[src/rtl/instr_encoder.sv]
// instr_encoder: packs decoded instruction fields (RR/IR/SR/LR) into RV32 words,
// buffers them in a small FIFO and streams them to instruction memory at
// consecutive word addresses. A seal request closes the program with a NOP.
//
// Ports:
//   clk, rst_n                      clock / async active-low reset
//   in_valid, in_ready              field tuple handshake
//   in_type, in_rd, in_r1, in_r2,
//   in_immediate, in_operation      decoded instruction fields
//   seal                            request terminator and finish
//   mem_write_en/ready/addr/data    instruction memory write port
//   error                           one-cycle pulse: immediate out of range
//   instr_count                     words written (incl. terminator)
//   done                            terminator written
//
// state  | meaning
// S_RUN  | accepting tuples, writing buffered words
// S_DRAIN| seal seen, flushing buffered words
// S_TERM | writing the NOP terminator
// S_DONE | program sealed, idle until reset
module instr_encoder #(
  parameter int ADDRESS_SIZE     = 32,
  parameter int REG_ADDRESS_SIZE = 5,
  parameter int FIFO_DEPTH       = 4,
  parameter logic [ADDRESS_SIZE-1:0] BASE_ADDR = '0
) (
  input  logic                        clk,
  input  logic                        rst_n,
  input  logic                        in_valid,
  output logic                        in_ready,
  input  logic [1:0]                  in_type,
  input  logic [REG_ADDRESS_SIZE-1:0] in_rd,
  input  logic [REG_ADDRESS_SIZE-1:0] in_r1,
  input  logic [REG_ADDRESS_SIZE-1:0] in_r2,
  input  logic [ADDRESS_SIZE-1:0]     in_immediate,
  input  logic                        in_operation,
  input  logic                        seal,
  output logic                        mem_write_en,
  input  logic                        mem_write_ready,
  output logic [ADDRESS_SIZE-1:0]     mem_write_addr,
  output logic [ADDRESS_SIZE-1:0]     mem_write_data,
  output logic                        error,
  output logic [15:0]                 instr_count,
  output logic                        done
);

  localparam int PW = $clog2(FIFO_DEPTH);
  localparam logic [ADDRESS_SIZE-1:0] NOP_WORD = 'h13;

  typedef enum logic [1:0] {S_RUN, S_DRAIN, S_TERM, S_DONE} state_t;

  state_t                    r_state, w_state_nxt;
  logic [ADDRESS_SIZE-1:0]   r_fifo [FIFO_DEPTH];
  logic [PW:0]               r_wptr, r_rptr;
  logic                      r_live;
  logic                      r_error;
  logic [ADDRESS_SIZE-1:0]   r_addr;
  logic [15:0]               r_count;

  logic                      w_empty, w_full;
  logic                      w_accept, w_push, w_pop, w_wr;
  logic                      w_range_ok;
  logic [ADDRESS_SIZE-1:0]   w_word;
  logic [ADDRESS_SIZE-12:0]  w_imm_hi;

  assign w_empty = (r_wptr == r_rptr);
  assign w_full  = (r_wptr[PW] != r_rptr[PW]) && (r_wptr[PW-1:0] == r_rptr[PW-1:0]);

  // r_live keeps in_ready low while reset is asserted (state alone would read RUN).
  assign in_ready = r_live && (r_state == S_RUN) && !w_full;
  assign w_accept = in_valid && in_ready;

  // Immediate must fit a 12-bit signed field: bits [MSB:11] all equal.
  assign w_imm_hi   = in_immediate[ADDRESS_SIZE-1:11];
  assign w_range_ok = (in_type == 2'd0) || (&w_imm_hi) || !(|w_imm_hi);
  assign w_push     = w_accept && w_range_ok;

  always_comb begin
    w_word = '0;
    unique case (in_type)
      2'd0: w_word = {1'b0, in_operation, 5'b0, in_r2[4:0], in_r1[4:0], 3'b000,
                      in_rd[4:0], 7'b0110011};
      2'd1: w_word = {in_immediate[11:0], in_r1[4:0], 3'b000, in_rd[4:0], 7'b0010011};
      2'd2: w_word = {in_immediate[11:5], in_r2[4:0], in_r1[4:0], 3'b010,
                      in_immediate[4:0], 7'b0100011};
      2'd3: w_word = {in_immediate[11:0], in_r1[4:0], 3'b010, in_rd[4:0], 7'b0000011};
    endcase
  end

  assign mem_write_en = ((r_state == S_RUN || r_state == S_DRAIN) && !w_empty) ||
                        (r_state == S_TERM);
  assign mem_write_data = (r_state == S_TERM) ? NOP_WORD :
                          (mem_write_en ? r_fifo[r_rptr[PW-1:0]] : '0);
  assign mem_write_addr = r_addr;
  assign w_wr  = mem_write_en && mem_write_ready;
  assign w_pop = w_wr && (r_state != S_TERM);

  assign error       = r_error;
  assign instr_count = r_count;
  assign done        = (r_state == S_DONE);

  always_comb begin
    w_state_nxt = r_state;
    unique case (r_state)
      S_RUN:   if (seal && r_live) w_state_nxt = S_DRAIN;
      S_DRAIN: if (w_empty)        w_state_nxt = S_TERM;
      S_TERM:  if (mem_write_ready) w_state_nxt = S_DONE;
      S_DONE:  w_state_nxt = S_DONE;
    endcase
  end

  always_ff @(posedge clk or negedge rst_n) begin
    if (!rst_n) begin
      r_state <= S_RUN;
      r_live  <= 1'b0;
      r_error <= 1'b0;
      r_wptr  <= '0;
      r_rptr  <= '0;
      r_addr  <= BASE_ADDR;
      r_count <= '0;
      for (int i = 0; i < FIFO_DEPTH; i++) r_fifo[i] <= '0;
    end else begin
      r_state <= w_state_nxt;
      r_live  <= 1'b1;
      r_error <= w_accept && !w_range_ok;
      if (w_push) begin
        r_fifo[r_wptr[PW-1:0]] <= w_word;
        r_wptr <= r_wptr + 1'b1;
      end
      if (w_pop) r_rptr <= r_rptr + 1'b1;
      if (w_wr) begin
        r_addr  <= r_addr + ADDRESS_SIZE'(4);
        r_count <= r_count + 16'd1;
      end
    end
  end

endmodule
[config.mk]
export PLATFORM = sky130hd
export DESIGN_NAME = instr_encoder
export DESIGN_NICKNAME = d
export VERILOG_FILES = /design/src/rtl/instr_encoder.sv
export SDC_FILE = /design/constraint.sdc
export NUM_CORES = 1
export LEC_CHECK = 0
export CELL_PAD_IN_SITES_DETAIL_PLACEMENT = 1
export CELL_PAD_IN_SITES_GLOBAL_PLACEMENT = 2
export CORE_UTILIZATION = 36
export DETAILED_ROUTE_END_ITERATION = 10
export MAX_ROUTING_LAYER = met4
export PLACE_DENSITY = 0.91
export RECOVER_POWER = 25
export SLEW_MARGIN = 20
export SYNTH_ARGS = -nofsm -noshare
export SYNTH_HDL_FRONTEND = slang
export SYNTH_SLANG_ARGS = --single-unit
[constraint.sdc]
create_clock -name clk -period 3.5 [get_ports clk]
set_input_delay 1.05 -clock clk [delete_from_list [all_inputs] [get_ports clk]]
set_output_delay 1.05 -clock clk [all_outputs]
set_load 0.02 [all_outputs]
==> flow_metrics.py, run 1 <==
metrics = {
    "timing": {
        "hold_violations": 0,
        "clock.fmax_ghz": 0.2959,
        "drv_slew": 66,
        "tightest_slew_ns": 1.639,
        "fin_skew_ns": 0.01196,
        "fin_crit_ns": 3.380,
        "fin_ws_ns": 0.1203,
        "setup_viol": 0,
        "final.setup.tns_ns": 0,
        "relSlewSlack": -0.09277,
        "grt_setup_unrepaired": "no",
        "period_share": 0.9656,
    },
    "power_and_ir_drop": {
        "ir_drop_uv": 363.5,
        "p_per_area_mw_per_mm2": 498.5,
        "p_leak_nw": 4.798,
    },
    "detailed_routing": {
        "ant_nets": 0,
        "drtPass1Iterations": 4,
        "wl_per_cell_um": 19.70,
        "via_per_inst": 5.243,
        "dr_total_vias": 5395,
        "wl_um": 20270,
        "drtIter0Drc": 186,
        "drc": 0,
    },
    "yosys": {
        "netlist_instances": 588,
        "synth_most_common_cell": "dfrtp_1",
        "synth_top_cell_by_area": "dfrtp_1",
        "synthTopCellsByArea": "dfrtp_1 52%, mux2_2 8.0%, mux4_2 7.7%",
        "yosysTopAreaCellShare": 0.5243,
        "avgSynthCellArea_um2": 12.99,
        "netlist_top_cells_count": "160 x dfrtp_1, 54 x mux2_2, 44 x a2bb2oi_1",
        "ys.flop_type": "dfrtp_1",
        "ys_warn_count": 0,
        "seq_area_frac_synth": 0.5243,
        "yosysUniqueCellTypes": 37,
        "postSynth.asyncResetShare": 1.000,
        "synth_edf_count": 0,
        "yosys_register_bits": 160,
        "synthesis.area_mm2": 0.007636,
    },
    "die": {
        "dieWidth_um": 147.6,
        "fp.dieArea_mm2": 0.02180,
        "die_y_um": 147.6,
        "fp-row-count": 52,
        "core_mm2": 0.02049,
        "start_util": 0.3726,
        "num_io_pins": 139,
    },
    "placed_design": {
        "place.gp.congestion": 0.7699,
        "place_ws_ns": -0.09813,
        "io_buffers": 131,
        "dp_hpwl_um": 14260,
    },
    "cells_and_area": {
        "num-fill-cells": 2102,
        "area_delta_synth_final_pct": 31.56,
        "diodes": 0,
        "drive_above_1_share": 0.2319,
        "nNetsFinal": 810,
    },
    "clocking": {
        "hold_buffers": 0,
        "cts_buffer_depth": 2,
        "worstSkewPairLatency_ns": 0.43,
        "cts-root-buf": "clkbuf_16",
        "clk_pin_slew_ns": 0.06,
        "cts_sinks": 160,
        "cts_max_level": 4,
        "cts_tree": "yes",
        "cts_made_buffers": 17,
        "postCtsSetupBuffers": 0,
    },
    "global_route": {
        "gr-total-overflow": 0,
        "grt.total_usage": 0.2057,
        "grt_max_degree": 66,
        "first_global_vias": 6190,
        "grt_antenna_before_repair": 0,
        "grt_pass1_wl_um": 33610,
    },
    "worst_setup_path": {
        "endpoint_kind": "output pin",
        "crit_type": "reg -> out",
        "worstPathRequired_ns": 2.45,
        "arrival_ns": 2.33,
        "start_kind": "flip-flop",
        "crit_fanout": 14,
    },
    "outcome": {
        "status": "finished with violations",
        "violations": "max-capacitance violations, max-slew violations",
    },
    "job": {
        "cap_violations": 1,
    },
    "worst_hold_path": {
        "hold_path.class": "reg -> reg",
    },
}
==> layout make-up <==
class | count | area [um2] | area share
Clock inverter | 10 | 90.09 | 0.008967
Sequential cell | 160 | 4005 | 0.3987
Inverter | 17 | 63.81 | 0.006352
Timing Repair Buffer | 173 | 1703 | 0.1695
Clock buffer | 20 | 456.7 | 0.04546
Tap cell | 270 | 337.8 | 0.03363
Multi-Input combinational cell | 379 | 3390 | 0.3374
==> logic make-up (layout without fill, tap and decap cells) <==
| kind of cell | Yosys count | in the layout | synth area share |
|---|---|---|---|
| fa+ha+maj | 7 | 7 | 0.01147 |
| mux | 93 | 93 | 0.1766 |
| buf+inv | 55 | 220 | 0.04031 |
| simple gates | 151 | 151 | 0.1083 |
| other cells | 2 | 8 | 0.0009835 |
| flops | 160 | 160 | 0.5243 |
| xor+xnor | 52 | 52 | 0.05964 |
| compound gates | 68 | 68 | 0.07832 |
==> registers in the layout (all words and copies together) (netlist names) <==
name,count
mem_write_addr,30
r_rptr,3
r_state,2
r_live,1
r_wptr,3
instr_count,16
r_fifo,104
error,1
==> metrics by stage <==
stage / cell area (um2) / std cells / total power [mW] / hold slack [ns] / utilization
after global routing: 10050 / 1029 / 5.258 / 0.4989 / 0.4902
after detailed placement: 9444 / 999 / 3.283 / 0.4663 / 0.4608
after floorplan: 7659 / 594 / 2.824 / 0.4337 / -
after global placement: 9444 / 999 / 3.209 / 0.4494 / 0.4608
final: 10050 / 1029 / 5.008 / 0.4669 / 0.4902
after CTS: 10000 / 1029 / 5.065 / 0.4740 / 0.4880
==> cells in the final DEF (no fill, tap or decap), types with 10 or more instances in the layout <==
cell type / Yosys / layout
a21oi_1: 11 / 11
a2bb2oi_1: 44 / 44
and2_1: 26 / 26
and3_1: 10 / 10
buf_4: 12 / 36
clkbuf_16: 0 / 17
clkdlybuf4s50_1: 0 / 104
dfrtp_1: 160 / 159
dlymetal6s2s_1: 0 / 19
inv_1: 17 / 17
mux2_2: 54 / 54
mux4_2: 26 / 26
nand2_1: 24 / 24
nand3_1: 22 / 22
nand4_1: 16 / 16
nor2_1: 15 / 14
nor2b_1: 10 / 10
xnor2_1: 39 / 39
xor2_1: 13 / 10
==> path summary, 6_finish.rpt <==
check / startpoint / endpoint / slack (ns) / cells after the start
min in group asynchronous: rst_n / r_fifo[52]$_DFFE_PN0P_ / 1.03 / 1
max in group asynchronous: rst_n / mem_write_addr[17]$_DFFE_PN0P_ / 0.54 / 2
hold reg to reg: instr_count[15]$_DFFE_PN0P_ / instr_count[15]$_DFFE_PN0P_ / 0.47 / 1
setup / recovery: r_rptr[0]$_DFFE_PN0P_ / mem_write_data[26] / 0.12 / 4
hold / removal: instr_count[15]$_DFFE_PN0P_ / instr_count[15]$_DFFE_PN0P_ / 0.47 / 1
setup reg to reg: r_wptr[1]$_DFFE_PN0P_ / r_fifo[1]$_DFFE_PN0P_ / 1.11 / 8
==> worst max-delay path: stages, from the launching register on <==
cell	delay, ns
dfrtp_2	0.41
buf_6	0.25
mux4_2	0.54
and2_1	0.17
clkdlybuf4s50_1	0.53
==> timing repair <==
item	4_1_cts	5_1_grt
setup endpoints to repair	27	20
hold endpoints to repair	0	0
gates resized for setup	12	22
pin swaps	0	0
==> metal layers <==
metal  track usage  part of all wire  up-vias
met5             -                 0        -
met4       0.06649             0.017        0
met3       0.04105             0.036       24
met2        0.3392              0.50      142
met1        0.2537              0.44     2812
li1              -                 -     2417
==> power breakdown <==
| part | total (mW) | internal [mW] | switching (mW) | leakage (nW) |
|---|---|---|---|---|
| Sequential | 2.18 | 2.02 | 0.163 | 2.13 |
| Clock | 1.74 | 1.00 | 0.735 | 0.264 |
| Combinational | 1.08 | 0.545 | 0.540 | 2.40 |
| Total | 5.01 | 3.57 | 1.44 | 4.80 |
No activity file was read; power rests on OpenSTA's default activity.
==> run 2: changes to the inputs <==
--- a/config.mk
+++ b/config.mk
@@ -8,6 +8,8 @@
 export CELL_PAD_IN_SITES_DETAIL_PLACEMENT = 1
 export CELL_PAD_IN_SITES_GLOBAL_PLACEMENT = 2
 export CORE_UTILIZATION = 36
+export CTS_CLUSTER_DIAMETER = 200
+export CTS_CLUSTER_SIZE = 28
 export DETAILED_ROUTE_END_ITERATION = 10
 export MAX_ROUTING_LAYER = met4
 export PLACE_DENSITY = 0.91
==> results of run 2 <==
Final layout, timing and power as in run 1 (identical DEF).
